--- src/rtl/router_reg_gen.sv ---
// Packet register stage of the 1xN router. Latches the header, streams payload
// to the destination FIFO, holds one byte across a FIFO-full stall, and checks
// the packet check byte and payload length. Counts failing packets.
module router_reg_gen #(
    parameter int DATA_WIDTH = 8,
    parameter int ADDR_BITS  = 2,
    parameter int NUM_PORTS  = 3,
    parameter int CHECK_MODE = 0,
    parameter int CNT_W      = 8
) (
    input  logic                  clk,
    input  logic                  rst,
    input  logic                  pkt_valid,
    input  logic [DATA_WIDTH-1:0] data_in,
    input  logic                  fifo_full,
    input  logic                  rst_int_reg,
    input  logic                  detect_add,
    input  logic                  lfd_state,
    input  logic                  ld_state,
    input  logic                  laf_state,
    input  logic                  full_state,
    output logic                  parity_done,
    output logic                  low_pkt_valid,
    output logic                  err,
    output logic                  len_err,
    output logic [CNT_W-1:0]      err_cnt,
    output logic [DATA_WIDTH-1:0] dout
);

    localparam int              LEN_W   = DATA_WIDTH - ADDR_BITS;
    localparam logic [CNT_W-1:0] CNT_MAX = '1;

    logic [DATA_WIDTH-1:0] header_reg;
    logic [DATA_WIDTH-1:0] hold_reg;
    logic [DATA_WIDTH-1:0] acc;
    logic [DATA_WIDTH-1:0] pkt_check;
    logic [LEN_W-1:0]      pay_cnt;
    logic                  chk_done;

    logic addr_ok;
    logic capture_check;
    logic acc_mismatch;
    logic len_mismatch;

    // Running check function: XOR parity or modular sum, fixed at elaboration.
    function automatic logic [DATA_WIDTH-1:0] combine(input logic [DATA_WIDTH-1:0] a,
                                                      input logic [DATA_WIDTH-1:0] b);
        if (CHECK_MODE == 1) begin
            return a + b;
        end
        return a ^ b;
    endfunction

    // Decode address validity, check-byte capture moment and packet verdicts.
    always_comb begin
        addr_ok       = 32'(data_in[ADDR_BITS-1:0]) < 32'(NUM_PORTS);
        capture_check = (ld_state && !pkt_valid && !fifo_full) ||
                        (laf_state && low_pkt_valid && !parity_done);
        acc_mismatch  = (acc != pkt_check);
        len_mismatch  = (pay_cnt != header_reg[DATA_WIDTH-1:ADDR_BITS]);
    end

    // Header register: only a header with a routable address is kept.
    always_ff @(posedge clk) begin
        if (!rst) begin
            header_reg <= '0;
        end else if (detect_add && pkt_valid && addr_ok) begin
            header_reg <= data_in;
        end
    end

    // Output byte selection, parking the byte that arrived while the FIFO was full.
    always_ff @(posedge clk) begin
        if (!rst) begin
            dout     <= '0;
            hold_reg <= '0;
        end else if (lfd_state) begin
            dout <= header_reg;
        end else if (ld_state && !fifo_full) begin
            dout <= data_in;
        end else if (ld_state && fifo_full) begin
            hold_reg <= data_in;
        end else if (laf_state) begin
            dout <= hold_reg;
        end
    end

    // Accumulate header and payload into the check value and count payload bytes.
    always_ff @(posedge clk) begin
        if (!rst) begin
            acc     <= '0;
            pay_cnt <= '0;
        end else if (detect_add) begin
            acc     <= '0;
            pay_cnt <= '0;
        end else if (lfd_state) begin
            acc <= combine(acc, header_reg);
        end else if (ld_state && pkt_valid && !full_state) begin
            acc     <= combine(acc, data_in);
            pay_cnt <= pay_cnt + LEN_W'(1);
        end
    end

    // Flag the end of the packet stream; the FSM acknowledges via rst_int_reg.
    always_ff @(posedge clk) begin
        if (!rst) begin
            low_pkt_valid <= 1'b0;
        end else if (rst_int_reg) begin
            low_pkt_valid <= 1'b0;
        end else if (ld_state && !pkt_valid) begin
            low_pkt_valid <= 1'b1;
        end
    end

    // Capture the check byte and mark it available.
    always_ff @(posedge clk) begin
        if (!rst) begin
            pkt_check   <= '0;
            parity_done <= 1'b0;
        end else begin
            if (capture_check) begin
                pkt_check <= data_in;
            end
            if (detect_add) begin
                parity_done <= 1'b0;
            end else if (capture_check) begin
                parity_done <= 1'b1;
            end
        end
    end

    // Evaluate the packet once after the check byte is in, and count failures.
    always_ff @(posedge clk) begin
        if (!rst) begin
            err      <= 1'b0;
            len_err  <= 1'b0;
            chk_done <= 1'b0;
            err_cnt  <= '0;
        end else if (detect_add) begin
            err      <= 1'b0;
            len_err  <= 1'b0;
            chk_done <= 1'b0;
        end else if (parity_done && !chk_done) begin
            err      <= acc_mismatch;
            len_err  <= len_mismatch;
            chk_done <= 1'b1;
            if ((acc_mismatch || len_mismatch) && (err_cnt != CNT_MAX)) begin
                err_cnt <= err_cnt + CNT_W'(1);
            end
        end
    end

endmodule
--- config.mk ---
export PLATFORM = sky130hd
export DESIGN_NAME = router_reg_gen
export DESIGN_NICKNAME = d
export VERILOG_FILES = /design/src/rtl/router_reg_gen.sv
export SDC_FILE = /design/constraint.sdc
export NUM_CORES = 1
export LEC_CHECK = 0
export ABC_CLOCK_PERIOD_IN_PS = 2000
export CAP_MARGIN = 25
export CORE_MARGIN = 1
export CORE_UTILIZATION = 40
export DETAILED_ROUTE_END_ITERATION = 8
export PLACE_DENSITY = 0.58
export SYNTH_ARGS = -nofsm -noshare
export SYNTH_HDL_FRONTEND = slang
export SYNTH_SLANG_ARGS = --single-unit
--- constraint.sdc ---
create_clock -name clk -period 2 [get_ports clk]
set_input_delay 0.2 -clock clk [delete_from_list [all_inputs] [get_ports clk]]
set_output_delay 0.2 -clock clk [all_outputs]
set_load 0.02 [all_outputs]
Word level (Yosys, flattened, before mapping)
Cells that the tools add are included.
{"block": "word_totals", "ram_bits": 0, "romBits": 0, "ff_bits": 59, "inputBits": 18, "output_inout_bits": 20, "latchBits": 0, "memories": 0}
{"block": "op_classes", "n_bitwise": 6, "n_lt_le_gt_ge": 1, "multipliers": 0, "addsub": 2, "reduce_logical": 27, "n_eq_ne": 4, "div_mod_pow": 0, "mux": 6, "n_shift": 0}
{"op": "8-bit 2-to-1 mux", "count": 6}
{"op": "8-bit bitwise XOR", "count": 2}
{"op": "1-bit logical AND", "count": 12}
{"op": "8-bit by 1-bit adder with 8-bit output (second input constant)", "count": 1}
{"op": "8-bit inequality test", "count": 1}
{"op": "8-bit inequality test (second input constant)", "count": 1}
{"op": "6-bit by 1-bit adder with 6-bit output (second input constant)", "count": 1}
{"op": "6-bit inequality test", "count": 1}
{"op": "3-bit AND reduction", "count": 2}
{"op": "1-bit zero test", "count": 5}
{"op": "1-bit inverter", "count": 4}
{"op": "2-bit AND reduction", "count": 2}
{"op": "2-bit OR reduction", "count": 2}
{"op": "3-bit inequality test (second input constant)", "count": 1}
{"op": "3-bit nonzero test", "count": 1}
{"op": "1-bit logical OR", "count": 2}
{"op": "2-bit less-than comparator (second input constant)", "count": 1}
{"op": "2-bit nonzero test", "count": 1}

Longest topological paths before layout
{"block": "depth", "word_depth": 4, "mapped_depth": 6}

Worst setup path after synthesis
No wires, ideal clock.
{"block": "synth_timing", "path_type": "flip-flop to flip-flop", "start": "register err_cnt[0]", "end": "register err_cnt[7]", "setup_slack_ps": 274, "period_less_slack_ps": 1726, "t_arrival_ps": 1656, "stages_incl_launch_ff": 7, "setup_ps": 70, "required_time_ps": 1930, "path_cell_list": "dfxtp_1 ha_1 and3_4 a311oi_4 nand4_1 or3_1 a21boi_1"}
{"block": "synth_between", "elab_chain_len": 3, "word_cells_on_any_way": 4, "classes_between": "1 x add/sub; 1 x eq/ne; 2 x reduce/logical"}
{"item": "from (decl)", "line_no": "26", "rtl": "output logic [CNT_W-1:0] err_cnt,"}
{"item": "from (signal assigned)", "line_no": "148", "rtl": "err_cnt <= err_cnt + CNT_W'(1);"}
{"item": "branches (longest 3 deep; another with 8-bit by 1-bit adder with 8-bit output)"}
Several ways; the timed one is not identified.
A chain may end at the register's enable or synchronous reset.

Final worst setup path
Same ends and word-level chain as after synthesis.

==> impl.org <==
** Logic synthesis
- Counting every net in the synthesized netlist gives 314.
- The share of the Yosys chip area taken by registers is 0.430.
- The synthesized design contains 0 enable-type register cells.
- Async set-or-reset flop fraction in the synthesized netlist :: 0
- Among all flip-flop cells after synthesis, the most frequent one is sky130_fd_sc_hd__dfxtp_1.
- Yosys warning count :: 0
- Number of distinct standard cells referenced by the synthesized netlist :: 30
- After synthesis the netlist holds a flip-flop and latch count of 59.
- In this run the cell area of the synthesized design comes to 2750 sq um.
- In the synthesized netlist, the number of instances is 294.
- Post-Synthesis Mean Instance Area :: 9.34 sq um

** Setup path
- For this run, the slowest stage of the critical path takes 0.34 ns.
- Peak fanout along the critical path :: 5
- Data on the critical path is required at its endpoint by 2.27 ns.
- STA classifies the critical path startpoint as a flop.
- Number of cell instances on the worst register-to-register path :: 6
- Counting buffers and inverters, the worst setup path is 6 cells deep.
- Buf/Inv on CP :: 0
- Kind of critical path :: reg2reg
- The worst register-to-register path has a setup slack of 0.25 ns.
- Cell with the largest stage delay on the worst path :: sky130_fd_sc_hd__dfxtp_1
- Sequence of cells on the critical path :: ha_1 -> and3_4 -> a311oi_4 -> nand4_1 -> or3_1 -> a21boi_1
- Endpoint class of the critical path :: flop
- Crit-path leading delay family :: simple AND/OR/NAND/NOR gates
- Crit path arrival time :: 2.01 ns

** Clocking
- The H-tree was split into 3 levels.
- The number of hold buffers added after CTS was 0.
- Clock transition at the registers of the reported paths :: 0.06 ns
- Number of gates resized after CTS :: 0
- Clock tree buffer depth :: 2
- The tree is rooted in a sky130_fd_sc_hd__clkbuf_8.
- The clock reaches the later pin of the worst-skew pair after 0.33 ns.
- The tree built by TritonCTS fans out to 59 sinks.
- Setup repair bufs after CTS :: 0
- Number of buffers created by CTS :: 9
- TritonCTS built the clock tree.

** Flow run
- Max-cap check violation count :: 0

** Power
- The share of total power dissipated in the clock network is 0.367.
- The share of total power dissipated in sequential elements is 0.507.
- Static leakage :: 0.00131 uW
- Power per unit of standard cell area :: 714 nW/um^2
- Worst IR drop on VDD :: 0.485 mV
- For this design the total switching power over the nets is 608 uW.
- The share of total power dissipated in combinational logic is 0.126.
- Internal cell power :: 1820 uW
- Net Sw Frac :: 0.251

** Drt
- In the final routed layout, each cell accounts on average for 15.1 um.
- Routed vias :: 2109
- Mean number of vias per cell :: 5.05
- Total wirelength of the detailed-routed design :: 6.30 mm
- Count of routing violations after the opening detailed-route iteration :: 100
- Before antenna repair, the detailed router went through 8 iterations.
- In the routed design, unresolved DRC markers number 2.
- The count of nets left with antenna violations once routing finished came out at 0.

** Timing
- Final count of hold timing violations :: 0
- The routed design could run at a clock period as short as 1.75 ns.
- RSZ-0062 raised after global routing :: no
- Sum Neg Setup Slack :: 0 ns
- Based on the critical path, the design can be clocked at up to 573 MHz.
- Setup slack closes at 0.254 ns.
- Worst-Margin Slew :: 0.393 ns
- Final period utilization :: 0.873
- The worst pin sits at a relative slew slack of 0.737.
- Worst hold slack :: 0.430 ns
- Endpoints failing setup :: 0
- Setup skew after layout :: 0.00386 ns
- The count of final max-slew check failures is 0.

** Global routing
- Largest net degree at the start of global routing :: 21
- The first global-routing pass estimated 10.5 mm of wire.
- The number of antenna violations at the first check in global routing was 0.
- Grt total ovfl :: 0
- In the global route stage, overall resource usage came out at 0.190.
- Number of global-route vias before repair :: 2092

** Cells and area
- Share of cells above drive strength 1 :: 0.0792
- Leaving out fill and tap cells, the most frequent cell in the layout is sky130_fd_sc_hd__dfxtp_1.
- In the layout the commonest cells are sky130_fd_sc_hd__dfxtp_1, sky130_fd_sc_hd__nand2_1, sky130_fd_sc_hd__mux2i_1, sky130_fd_sc_hd__clkdlybuf4s50_1, sky130_fd_sc_hd__nor2b_1.
- Post-route core utilization :: 0.523
- Layout Area Growth over Synthesis :: 23.8%
- At the end of the flow, the number of nets in the layout was 359.
- Antenna fix cells :: 0

** Placed design
- The congestion estimate from routability-driven global placement came to 0.731.
- Count of input and output buffers :: 37
- OpenSTA, run right after detailed placement, puts the worst setup slack at 0.116 ns.
- The HPWL after detailed placement is 4.45 mm.

** Min path
- The worst hold path belongs to the class in2reg.
- Number of stages on the worst hold path :: 2

** Floorplan
- Core ar. :: 6490 sq um
- 38 I/O pins were placed.
- The floorplan has 29 rows.
- The floorplan step set the die width to 84.8 um.
- The die is 84.8 um tall.
- For this configuration, the core starts out at a cell density of 0.423.
- Die outline area :: 7200 sq um

** Run status
- The checks that failed: design-rule violations.
- The run finished, with violations left.
layer usage:
layer | share of wire | global-route usage | vias to the layer above
met5 | 0 | 0 | -
met4 | 0.013 | 0.0693 | 0
met3 | 0.041 | 0.0477 | 9
met2 | 0.43 | 0.290 | 39
met1 | 0.52 | 0.262 | 980
li1 | - | - | 1081
Yosys cell counts (2+ instances only):
cell,count,area (sq um)
sky130_fd_sc_hd__inv_1,2,7.51
sky130_fd_sc_hd__mux2i_1,37,370
sky130_fd_sc_hd__xnor2_1,15,131
sky130_fd_sc_hd__a21boi_0,16,120
sky130_fd_sc_hd__clkbuf_1,8,30.0
sky130_fd_sc_hd__nand4_1,6,37.5
sky130_fd_sc_hd__dfxtp_1,59,1180
sky130_fd_sc_hd__nor2b_1,27,169
sky130_fd_sc_hd__ha_1,2,25.0
sky130_fd_sc_hd__or3_1,6,37.5
sky130_fd_sc_hd__nand2b_1,5,31.3
sky130_fd_sc_hd__a21oi_1,3,15.0
sky130_fd_sc_hd__nor2_1,18,67.6
sky130_fd_sc_hd__xor2_1,11,96.3
sky130_fd_sc_hd__and3_4,2,22.5
sky130_fd_sc_hd__nand2_1,38,143
sky130_fd_sc_hd__nor3_1,6,30.0
sky130_fd_sc_hd__o21ai_0,13,65.1
sky130_fd_sc_hd__a21boi_1,4,30.0
sky130_fd_sc_hd__buf_2,6,30.0
through the flow:
stage          cell area [sq um]  instances  total power [uW]
2_1_floorplan               2750        294              1430
3_3_place_gp                3250        405              1560
3_5_place_dp                3250        405              1560
4_1_cts                     3400        418              2460
5_1_grt                     3400        418              2540
6_report                    3400        418              2430
cells by family after synthesis:
group | synth area share
adders and majority gates | 0.00911
xor gates and xnor gates | 0.0830
buffers and inverters | 0.0260
muxes | 0.135
and+or+nand+nor | 0.220
DFF | 0.430
AOI/OAI and AO/OA | 0.0966
final timing paths:
path,from,end
hold / removal,rst_int_reg,low_pkt_valid
hold reg to reg,dout[4],dout[4]
setup / recovery,err_cnt[0],err_cnt[7]
setup reg to reg,err_cnt[0],err_cnt[7]
power groups by stage:
stage	logic, uW	registers [uW]	clock network (uW)
6_report	305	1230	892
5_1_grt	334	1230	967
4_1_cts	307	1230	920
3_5_place_dp	306	1260	0
3_3_place_gp	303	1260	0
2_1_floorplan	168	1260	0
area by class of cell:
type / instances / area [sq um]
fill: 618 / 3100
multi-input combinational: 218 / 1490
sequential: 59 / 1180
timing repair buffer: 49 / 473
clock buffer: 13 / 149
tap: 77 / 96.3
inverter: 2 / 7.51
Power figures use the tool's default switching activity.
